File: src/rtl/alu_seq_ctrl.sv
// alu_seq_ctrl
// Command sequencer that sits between a command source and a purely
// combinational 16-bit ALU. Commands name registers in a small internal
// register file; the sequencer reads operands, drives the ALU, iterates the
// ALU's single-bit shifts into N-bit shifts, writes the result back and
// signals completion with a one-cycle response pulse.
//
// Ports
//   clk, rst      : rising-edge clock, asynchronous active-high reset
//   cmd_valid     : command offered
//   cmd_ready     : high only while idle; a command is taken on valid&ready
//   cmd_ld        : 1 = load cmd_imm into R[cmd_dst], 0 = ALU operation
//   cmd_op        : ALU mode 0-15 (0-3 are the single-bit shifts)
//   cmd_dst       : destination register
//   cmd_srca/srcb : A / B operand registers
//   cmd_cin       : carry-in used by modes 4/5
//   cmd_cnt       : shift count for modes 0-3
//   cmd_imm       : immediate value for loads
//   alu_a/b/cin/mode : ALU operand and mode drive, all zero outside EXEC
//   alu_y, alu_ovf   : ALU result and overflow
//   rsp_valid     : one-cycle pulse while the write-back happens
//   rsp_data      : value written back, held until the next write-back
//   rsp_ovf       : overflow of the last op, forced 0 unless mode 4/5
//   dbg_sel       : debug register select
//   dbg_data      : R[dbg_sel], combinational

module alu_seq_ctrl #(
  parameter int WIDTH = 16,
  parameter int NREG  = 4,
  parameter int AW    = 2,
  parameter int CW    = 4
) (
  input  logic             clk,
  input  logic             rst,
  input  logic             cmd_valid,
  output logic             cmd_ready,
  input  logic             cmd_ld,
  input  logic [3:0]       cmd_op,
  input  logic [AW-1:0]    cmd_dst,
  input  logic [AW-1:0]    cmd_srca,
  input  logic [AW-1:0]    cmd_srcb,
  input  logic             cmd_cin,
  input  logic [CW-1:0]    cmd_cnt,
  input  logic [WIDTH-1:0] cmd_imm,
  output logic [WIDTH-1:0] alu_a,
  output logic [WIDTH-1:0] alu_b,
  output logic             alu_cin,
  output logic [3:0]       alu_mode,
  input  logic [WIDTH-1:0] alu_y,
  input  logic             alu_ovf,
  output logic             rsp_valid,
  output logic [WIDTH-1:0] rsp_data,
  output logic             rsp_ovf,
  input  logic [AW-1:0]    dbg_sel,
  output logic [WIDTH-1:0] dbg_data
);

  typedef enum logic [1:0] {
    IDLE  = 2'd0,
    EXEC  = 2'd1,
    WRITE = 2'd2
  } state_t;

  state_t           state_q, state_d;
  logic [WIDTH-1:0] regFile_q [NREG];
  logic [WIDTH-1:0] regFile_d [NREG];
  logic [WIDTH-1:0] acc_q, acc_d;
  logic [WIDTH-1:0] opB_q, opB_d;
  logic [CW-1:0]    iter_q, iter_d;
  logic [3:0]       op_q, op_d;
  logic [AW-1:0]    dst_q, dst_d;
  logic             cin_q, cin_d;
  logic             ld_q, ld_d;
  logic             ovf_q, ovf_d;
  logic [WIDTH-1:0] rspData_q, rspData_d;
  logic             rspOvf_q, rspOvf_d;

  logic             cmdIsShift;
  logic             arithOp;
  logic             ovfReport;

  // Modes 0-3 are the ALU's single-bit shifts; only they use the count.
  assign cmdIsShift = (cmd_op[3:2] == 2'b00);

  // The ALU keeps a stale Overflow for non-arithmetic modes, so only an
  // add/subtract (and never a load) is allowed to report it.
  assign arithOp   = !ld_q && ((op_q == 4'd4) || (op_q == 4'd5));
  assign ovfReport = arithOp & ovf_q;

  // Next-state logic: accept in IDLE, iterate the ALU in EXEC, commit in WRITE.
  // Operands are captured at accept, so a command may name its own
  // destination as a source.
  always_comb begin
    state_d   = state_q;
    regFile_d = regFile_q;
    acc_d     = acc_q;
    opB_d     = opB_q;
    iter_d    = iter_q;
    op_d      = op_q;
    dst_d     = dst_q;
    cin_d     = cin_q;
    ld_d      = ld_q;
    ovf_d     = ovf_q;
    rspData_d = rspData_q;
    rspOvf_d  = rspOvf_q;

    case (state_q)
      IDLE: begin
        if (cmd_valid) begin
          op_d  = cmd_op;
          dst_d = cmd_dst;
          opB_d = regFile_q[cmd_srcb];
          cin_d = cmd_cin;
          ld_d  = cmd_ld;
          ovf_d = 1'b0;
          if (cmd_ld) begin
            acc_d   = cmd_imm;
            state_d = WRITE;
          end else if (cmdIsShift && (cmd_cnt == '0)) begin
            acc_d   = regFile_q[cmd_srca];
            state_d = WRITE;
          end else begin
            acc_d   = regFile_q[cmd_srca];
            iter_d  = cmdIsShift ? cmd_cnt : CW'(1);
            state_d = EXEC;
          end
        end
      end

      EXEC: begin
        acc_d  = alu_y;
        ovf_d  = alu_ovf;
        iter_d = iter_q - CW'(1);
        if (iter_q == CW'(1)) begin
          state_d = WRITE;
        end
      end

      WRITE: begin
        regFile_d[dst_q] = acc_q;
        rspData_d        = acc_q;
        rspOvf_d         = ovfReport;
        state_d          = IDLE;
      end

      default: begin
        state_d = IDLE;
      end
    endcase
  end

  // State and datapath registers; reset aborts any command in flight.
  always_ff @(posedge clk or posedge rst) begin
    if (rst) begin
      state_q <= IDLE;
      for (int i = 0; i < NREG; i++) begin
        regFile_q[i] <= '0;
      end
      acc_q     <= '0;
      opB_q     <= '0;
      iter_q    <= '0;
      op_q      <= '0;
      dst_q     <= '0;
      cin_q     <= 1'b0;
      ld_q      <= 1'b0;
      ovf_q     <= 1'b0;
      rspData_q <= '0;
      rspOvf_q  <= 1'b0;
    end else begin
      state_q   <= state_d;
      regFile_q <= regFile_d;
      acc_q     <= acc_d;
      opB_q     <= opB_d;
      iter_q    <= iter_d;
      op_q      <= op_d;
      dst_q     <= dst_d;
      cin_q     <= cin_d;
      ld_q      <= ld_d;
      ovf_q     <= ovf_d;
      rspData_q <= rspData_d;
      rspOvf_q  <= rspOvf_d;
    end
  end

  // Output decode. During WRITE the response shows the value being written
  // so it is valid alongside rsp_valid; afterwards the captured copy holds it.
  always_comb begin
    cmd_ready = (state_q == IDLE);
    rsp_valid = (state_q == WRITE);
    rsp_data  = (state_q == WRITE) ? acc_q : rspData_q;
    rsp_ovf   = (state_q == WRITE) ? ovfReport : rspOvf_q;
    alu_a     = '0;
    alu_b     = '0;
    alu_cin   = 1'b0;
    alu_mode  = 4'd0;
    if (state_q == EXEC) begin
      alu_a    = acc_q;
      alu_b    = opB_q;
      alu_cin  = cin_q;
      alu_mode = op_q;
    end
  end

  assign dbg_data = regFile_q[dbg_sel];

endmodule

File: config.mk
export PLATFORM = sky130hd
export DESIGN_NAME = alu_seq_ctrl
export DESIGN_NICKNAME = d
export VERILOG_FILES = /design/src/rtl/alu_seq_ctrl.sv
export SDC_FILE = /design/constraint.sdc
export NUM_CORES = 1
export LEC_CHECK = 0
export CAP_MARGIN = 20
export CORE_ASPECT_RATIO = 1.5
export CORE_UTILIZATION = 53
export DETAILED_ROUTE_END_ITERATION = 8
export PLACE_DENSITY = 0.9
export REMOVE_ABC_BUFFERS = 1
export SLEW_MARGIN = 0
export SYNTH_ARGS = -nofsm -noshare
export SYNTH_HDL_FRONTEND = slang
export SYNTH_SLANG_ARGS = --single-unit
File: constraint.sdc
create_clock -name clk -period 5.97 [get_ports clk]
set_clock_uncertainty 0.2 [all_clocks]
set_input_delay 1.194 -clock clk [delete_from_list [all_inputs] [get_ports clk]]
set_output_delay 1.194 -clock clk [all_outputs]
set_load 0.05 [all_outputs]
# Word level (Yosys, flattened, before mapping)

Index checks and enable logic that the tools add are counted.

Flip-flop bits (word level): 128
Bits of input ports: 54
Output and inout bits: 72
Word-level logic and storage cells: 81

$add $sub $neg: 1
Magnitude comparators: 5
Equal/unequal tests: 9
Muxes and demuxes: 33
Bitwise gates (word level): 5
Reduce and logical (&&, ||, !) cells: 13

Operators by type and width:

| kind                | number |
|---|---|
| $mux 16             | 12 |
| $bmux 16 s2         | 3 |
| $bwmux 64           | 1 |
| $demux 16 s2        | 1 |
| $pmux 16 s2         | 1 |
| $mux 4              | 5 |
| $ge 3x3->1 const B  | 4 |
| $not 2->3           | 4 |
| $eq 4x3->1 const B  | 2 |
| $mux 2              | 4 |
| $ne 2x2->1 const B  | 4 |
| $pmux 4 s2          | 1 |
| $reduce_and 2->1    | 3 |
| $eq 4x1->1 const B  | 1 |
| $logic_not 2->1     | 2 |
| $logic_not 4->1     | 1 |
| $pmux 2 s2          | 1 |
| $reduce_and 4->1    | 1 |
| $sub 4x1->4 const B | 1 |
| $logic_and 1x1->1   | 3 |
| $lt 3x1->1 const B  | 1 |
| $mux 1              | 3 |
| $eq 2x1->1 const B  | 1 |
| $eq 2x2->1 const B  | 1 |
| 5 further kinds     | 5 |

# Logic depth before layout (Yosys ltp)

Gate-level depths: netlist of the first run.

Depth after elaboration: 7
Gate-level depth with buffers: 6
Gate-level depth less buffers: 5

# Least setup slack after synthesis of the first run

Ideal clock, no wire load.

Path type: input port to output port
Start: input dbg_sel[0]
End: output dbg_data[10]
Arrival: 2.411 ns
Required time: 4.576 ns
Slack: 2.165 ns
Stages: 3
Path buffers: 2
Cells stage by stage: buf_2 > buf_2 > mux4_2

Longest elaborated chain between the ends: 4

RTL lines:

| item                                       | RTL line | source |
|---|---|---|
| start, declared                            | 54       | `input logic [AW-1:0] dbg_sel,` |
| $not 2->3 (not written as such)            | 204      | `assign dbg_data = regFile_q[dbg_sel];` |
| $bmux 16 s2                                | 204      |  |
| $mux 16 (not written as such) (2 in a row) | 204      |  |
| end, declared                              | 55       | `output logic [WIDTH-1:0] dbg_data` |

No other way between the ends. The select of a mux whose other input is x is not followed.

# Worst setup path after layout of the first run

Same ends and word-level chain as after synthesis.

==> out/results.tsv, run 1 <==
metric	value	unit
status	complete, no violations	
unrepaired setup endpoints after global routing	false	
Post-CTS Hold Buffers	0	
most numerous cell in the Yosys netlist	nand2_1	
Pins Over Slew Limit	0	
Rel. slew slack	23.6	%
Final ANT Viol Nets	0	
Startpoint Class	primary input	
clk_lat worst skew	0.42	ns
power per cell area	607	nW/um^2
Top-Level Pins	126	
WP data required	4.58	ns
largest area contributor in the netlist	dfrtp_1	
CTS Root Cell	clkbuf_16	
Mapped Avg Cell Area	12.1	um^2
1st-iter DRT viols	461	
Layout area overhead	30.4	%
clock buffer depth	2	
dpl cells	793	
Peak VDD IR	318	uV
crit path launch	dbg_sel[0]	
layout cells sized above 1	22.7	%
Slew @ Worst Pin	1.14	ns
post-synth top area share	48.4	%
final instance count without filler cells	826	
commonest cells in the netlist	nand2_1 (142), dfrtp_1 (128), mux4_2 (48)	
worst hold start	rspData_q[0]	
Post-Synthesis Cells	546	
top_reg_cell synth	dfrtp_1	
Inserted Clock Buffers	17	
Reg clk slew, reported paths	0.06	ns
Die Area	13000	um^2
NumNets Final	717	
Pre-antenna DRT Iters	6	
GRT Total Usage	31.6	%
EDFF count, synth	0	
worst-path cell chain	clkdlybuf4s50_1 > buf_4 > mux4_2 > clkdlybuf4s50_1	
quantity of gates resized following cts	0	
Yosys cell types	44	
met2 usage	55.3	%
endpoints failing setup	0	
register area share after synthesis	48.4	%
num rows	49	
gr ovfl total	0	
final WL	19200	um
Synth warnings	0	
Min-Delay Path Class	reg2reg	
Clock Sinks	128	
Port Buffers	125	
worst r2r src	state_q[0]	
met1 Track Usage GR	36.7	%
CP endpoint kind	output pin	
vias in the first global route	5431	
die width	93.3	um
initial antenna violation count	0	
Residual DRC	0	
Leakage Power	3.80	nW
final core utilization	71.5	%
CP max FO	16	
Final GP Congestion	0.831	
first-pass GRT wire length	30000	um
post-synthesis async set-or-reset flop share	100	%
DP Wirelength	11700	um
starting density of the core	54.8	%
post-layout min period	4.69	ns
diode count	0	
top post-synthesis cells by area	dfrtp_1 (48%), mux4_2 (16%), nand2_1 (8.0%)	
Post-Syn Area	6620	um^2
post-CTS setup buffers	0	
most used cell along the critical path	clkdlybuf4s50_1	
WP data arrival	3.30	ns
post-DR vias/cell	6.31	
M3 GR Usage	5.59	%
GR peak layer	met2	
final hold viol count	0	
total core area	12100	um^2
routed len/inst	23.2	um
Max Fclk	213	MHz
max-cap viol count	0	
Via Count	5215	
finished layout cell area	8640	um^2
period utilization	78.6	%
area post-placement	7930	um^2
max incr delay on CP	0.73	ns
overall power	0.00525	W
Crit Path Category	in2out	
setup TNS	0	ns
cell with the largest stage delay on the worst path	clkdlybuf4s50_1	
die span in y	139	um
Seq cells post-synth	128	
TritonCTS clock tree	built	
pin count of the biggest net entering global routing	84	
H-tree levels	4	
-- critical path: cells and delay by family --
kind,cells,cell delay [ns]
muxes,1,0.57
buffers and inverters,3,1.52
-- cell usage in the layout, fill, tap and decap left out, types with 5 or more instances in the layout --
cell type	n
nand2_1	142
mux2_4	10
mux2_1	10
dfrtp_1	128
a22oi_1	16
mux4_2	48
clkbuf_16	17
nand3_1	33
bufinv_16	5
mux2_2	44
clkdlybuf4s50_1	125
and2_1	37
buf_4	7
-- per-stage QoR --
stage                     hold WS [ns]  setup slack [ns]
after floorplan                  0.237              1.16
after global placement           0.249              1.28
after detailed placement         0.259              1.26
after CTS                        0.273              1.26
after global routing             0.296              1.19
final                            0.274              1.28
-- path summary, 6_finish.rpt --
check                                      to  slack [ns]  depth (start not counted)
worst max-delay path             dbg_data[10]        1.28                          4
worst min-delay path             rspData_q[0]        0.27                          2
worst max register to register  regFile_q[26]        2.91                          5
worst min register to register   rspData_q[0]        0.27                          2
max in group asynchronous            dst_q[0]        3.94                          3
min in group asynchronous             op_q[1]        0.82                          2
-- layer usage --
metal / vias to the layer above / routed length, um / part of all wire (%)
met5: - / 0 / 0
met4: 0 / 921 / 4.8
met3: 84 / 1130 / 5.9
met2: 283 / 10500 / 54
met1: 2666 / 6700 / 35
li1: 2182 / - / -
-- state kept, by name (all words and copies together) (netlist names) --
signal     cells
ld_q           1
rspData_q     16
iter_q         4
cin_q          1
dst_q          2
acc_q         16
state_q        2
op_q           4
opB_q         16
rspOvf_q       1
ovf_q          1
regFile_q     64
-- power breakdown --
part / total [W] / internal [W] / switching (W)
Clock: 0.00114 / 0.000750 / 0.000389
Combinational: 0.00242 / 0.00100 / 0.00141
Sequential: 0.00169 / 0.00127 / 0.000425
-- area by class of cell --
class                      count  area [um^2]
clock buffer                  18          439
clock inverter                13          211
fill                         773         3440
inverter                       4         17.5
multi-input combinational    376         3220
sequential                   128         3200
tap                          153          191
timing repair buffer         134         1360
-- logic make-up (layout without fill, tap and decap cells) --
kind of cell             Yosys count  after routing  synth area share, %
multiplexers                     112            112                 27.8
XOR/XNOR                           1              1                0.132
flip-flops                       128            128                 48.4
adder cells (fa/ha/maj)            2              2                0.378
AND/OR/NAND/NOR                  233            233                 16.9
AO/OA/AOI/OAI                     28             28                 3.27
buffers and inverters             42            169                 3.21
Power figures use the tool's default switching activity.
==> run 2, diff against run 1 <==
- CORE_UTILIZATION: 53 -> 47
- PLACE_DENSITY: 0.9 -> 0.85
- clock period: 5.97 -> 4.1 ns (I/O delays scaled with it)
==> out/results.tsv, run 2 (same netlist as run 1, synthesis figures left out) <==
metric	value	unit	change
GRT Total Usage	27.2	%	was 31.6%
setup TNS	0	ns	unchanged
Min-Delay Path Class	reg2reg		unchanged
total core area	13600	um^2	was 12,100 um^2
initial antenna violation count	0		unchanged
Peak VDD IR	557	uV	was 318 uV
unrepaired setup endpoints after global routing	false		unchanged
period utilization	91.3	%	
clock buffer depth	2		unchanged
WP data required	3.08	ns	was 4.58 ns
dpl cells	811		was 793
overall power	0.00755	W	was 0.00525 W
commonest cells after routing, fill and taps aside	nand2_1 (142), dfrtp_1 (128), clkdlybuf4s50_1 (108)		was nand2_1 (142), dfrtp_1 (128), clkdlybuf4s50_1 (125)
Hold Path Cell Cnt	2		unchanged
layout cells sized above 1	26.0	%	was 22.7%
cell with the largest stage delay on the worst path	clkdlybuf4s50_1		unchanged
Worst Reg-to-Reg Cells	6		was 5
Max Fclk	267	MHz	
Inserted Clock Buffers	17		unchanged
Post-CTS Hold Buffers	0		unchanged
post-CTS setup buffers	0		unchanged
final hold slack	0.264	ns	was 0.274 ns
NumNets Final	724		was 717
diode count	0		unchanged
CP endpoint kind	output pin		unchanged
Layout area overhead	30.3	%	was 30.4%
num rows	52		was 49
WP data arrival	2.72	ns	was 3.30 ns
worst-path cell chain	and2b_2 > buf_12 > and2_1 > clkdlybuf4s50_1		was clkdlybuf4s50_1 > buf_4 > mux4_2 > clkdlybuf4s50_1
Layout fillers	1009		was 773
Clock Sinks	128		unchanged
Biggest register	regFile_q		unchanged
worst hold start	opB_q[8]		was rspData_q[0]
multi-input logic area	3220	um^2	unchanged
post-layout min period	3.74	ns	
Reg clk slew, reported paths	0.06	ns	about the same
clk_lat worst skew	0.42	ns	about the same
hold worst-path end	opB_q[8]		was rspData_q[0]
vias in the first global route	5377		was 5,431
worst reg2reg path endpoint	regFile_q[17]		was regFile_q[26]
Rel. slew slack	23.5	%	was 23.6%
Pre-antenna DRT Iters	5		was 6
gr ovfl total	0		unchanged
finished layout cell area	8630	um^2	was 8640 um^2
routed len/inst	22.0	um	was 23.2 um
area post-placement	7990	um^2	was 7930 um^2
final instance count without filler cells	842		was 826
DP Wirelength	11900	um	was 11,700 um
post-DR vias/cell	5.91		was 6.31
Die Area	14600	um^2	was 13,000 um^2
die span in y	147	um	was 139 um
Via Count	4978		was 5,215
1st-iter DRT viols	308		was 461
H-tree levels	4		unchanged
CTS Root Cell	clkbuf_16		unchanged
Final ANT Viol Nets	0		unchanged
final WL	18500	um	was 19,200 um
max-cap viol count	0		unchanged
Leakage Power	3.85	nW	was 3.80 nW
worst r2r src	state_q[0]		unchanged
pin count of the biggest net entering global routing	60		was 84
Crit Path Category	reg2out		was in2out
number of flip-flops under the largest register name	64		unchanged
commonest non-fill, non-tap cell in the layout	nand2_1		unchanged
storage element area	3200	um^2	unchanged
Top-Level Pins	126		unchanged
first-pass GRT wire length	29300	um	was 30,000 um
Slew @ Worst Pin	1.14	ns	about the same
Final GP Congestion	0.865		was 0.831
power per cell area	875	nW/um^2	was 607 nW/um^2
quantity of gates resized following cts	0		unchanged
starting density of the core	48.7	%	was 54.8%
Pins Over Slew Limit	0		unchanged
max incr delay on CP	0.81	ns	was 0.73 ns
final hold viol count	0		unchanged
Port Buffers	125		unchanged
status	complete, no violations		unchanged
TritonCTS clock tree	built		unchanged
R2R setup slack	1.53	ns	was 2.91 ns
CP max FO	30		was 16
Startpoint Class	flop		was primary input
Residual DRC	0		unchanged
die width	98.9	um	was 93.3 um
endpoints failing setup	0		unchanged
## run 2: how the worst max path moves through the flow
| stage | slack (ns) | cells after the start | from | to |
|---|---|---|---|---|
| 2_1_floorplan | -0.33 | 1 | rst | acc_q[0] |
| 3_3_place_gp | 0.66 | 4 | dbg_sel[0] | dbg_data[7] |
| 3_5_place_dp | 0.65 | 4 | dbg_sel[0] | dbg_data[0] |
| 4_1_cts | 0.33 | 4 | state_q[1] | alu_b[14] |
| 5_1_grt | 0.26 | 4 | state_q[1] | alu_b[11] |
| 6_report | 0.36 | 4 | state_q[1] | alu_b[14] |
## run 2: cell type report
cell class,instances,share of cell area [%]
Multi-Input combinational cell,376,37.3
Clock inverter,12,2.12
Sequential cell,128,37.1
Clock buffer,19,5.25
Timing Repair Buffer,141,15.7
Inverter,4,0.203
Tap cell,162,2.35
## run 2: critical path, delay by kind of cell, from the launching register on
kind	cells	cell delay, ns
buffers and inverters	2	1.07
flip-flops	1	0.46
AND/OR/NAND/NOR	2	0.76
## run 2: stage by stage
stage / setup slack, ns / utilization, %
floorplan: -0.333 / -
CTS: 0.331 / 63.5
detailed placement: 0.648 / 58.8
global placement: 0.657 / 58.8
global route: 0.258 / 63.5
finish: 0.358 / 63.5
## run 2: per-layer routing
layer	part of all wire (%)	up-vias	routed length [um]	global-route usage (%)
met2	55	230	10300	48.6
li1	-	2176	-	-
met5	0	-	0	0
met4	3.7	0	689	14.5
met1	36	2510	6650	30.9
met3	5.1	62	937	4.40
## run 2: report_power, final
group	leakage, nW	internal (W)	total (W)	switching, W
clock network	0.302	0.00105	0.00163	0.000582
logic	1.93	0.00146	0.00348	0.00202
registers	1.63	0.00184	0.00244	0.000595
total	3.85	0.00435	0.00755	0.00320
==> run 3, diff against run 2 <==
- GPL_ROUTABILITY_DRIVEN: not set -> 1
==> results of run 3 <==
Final layout, timing and power as in run 2 (identical DEF).
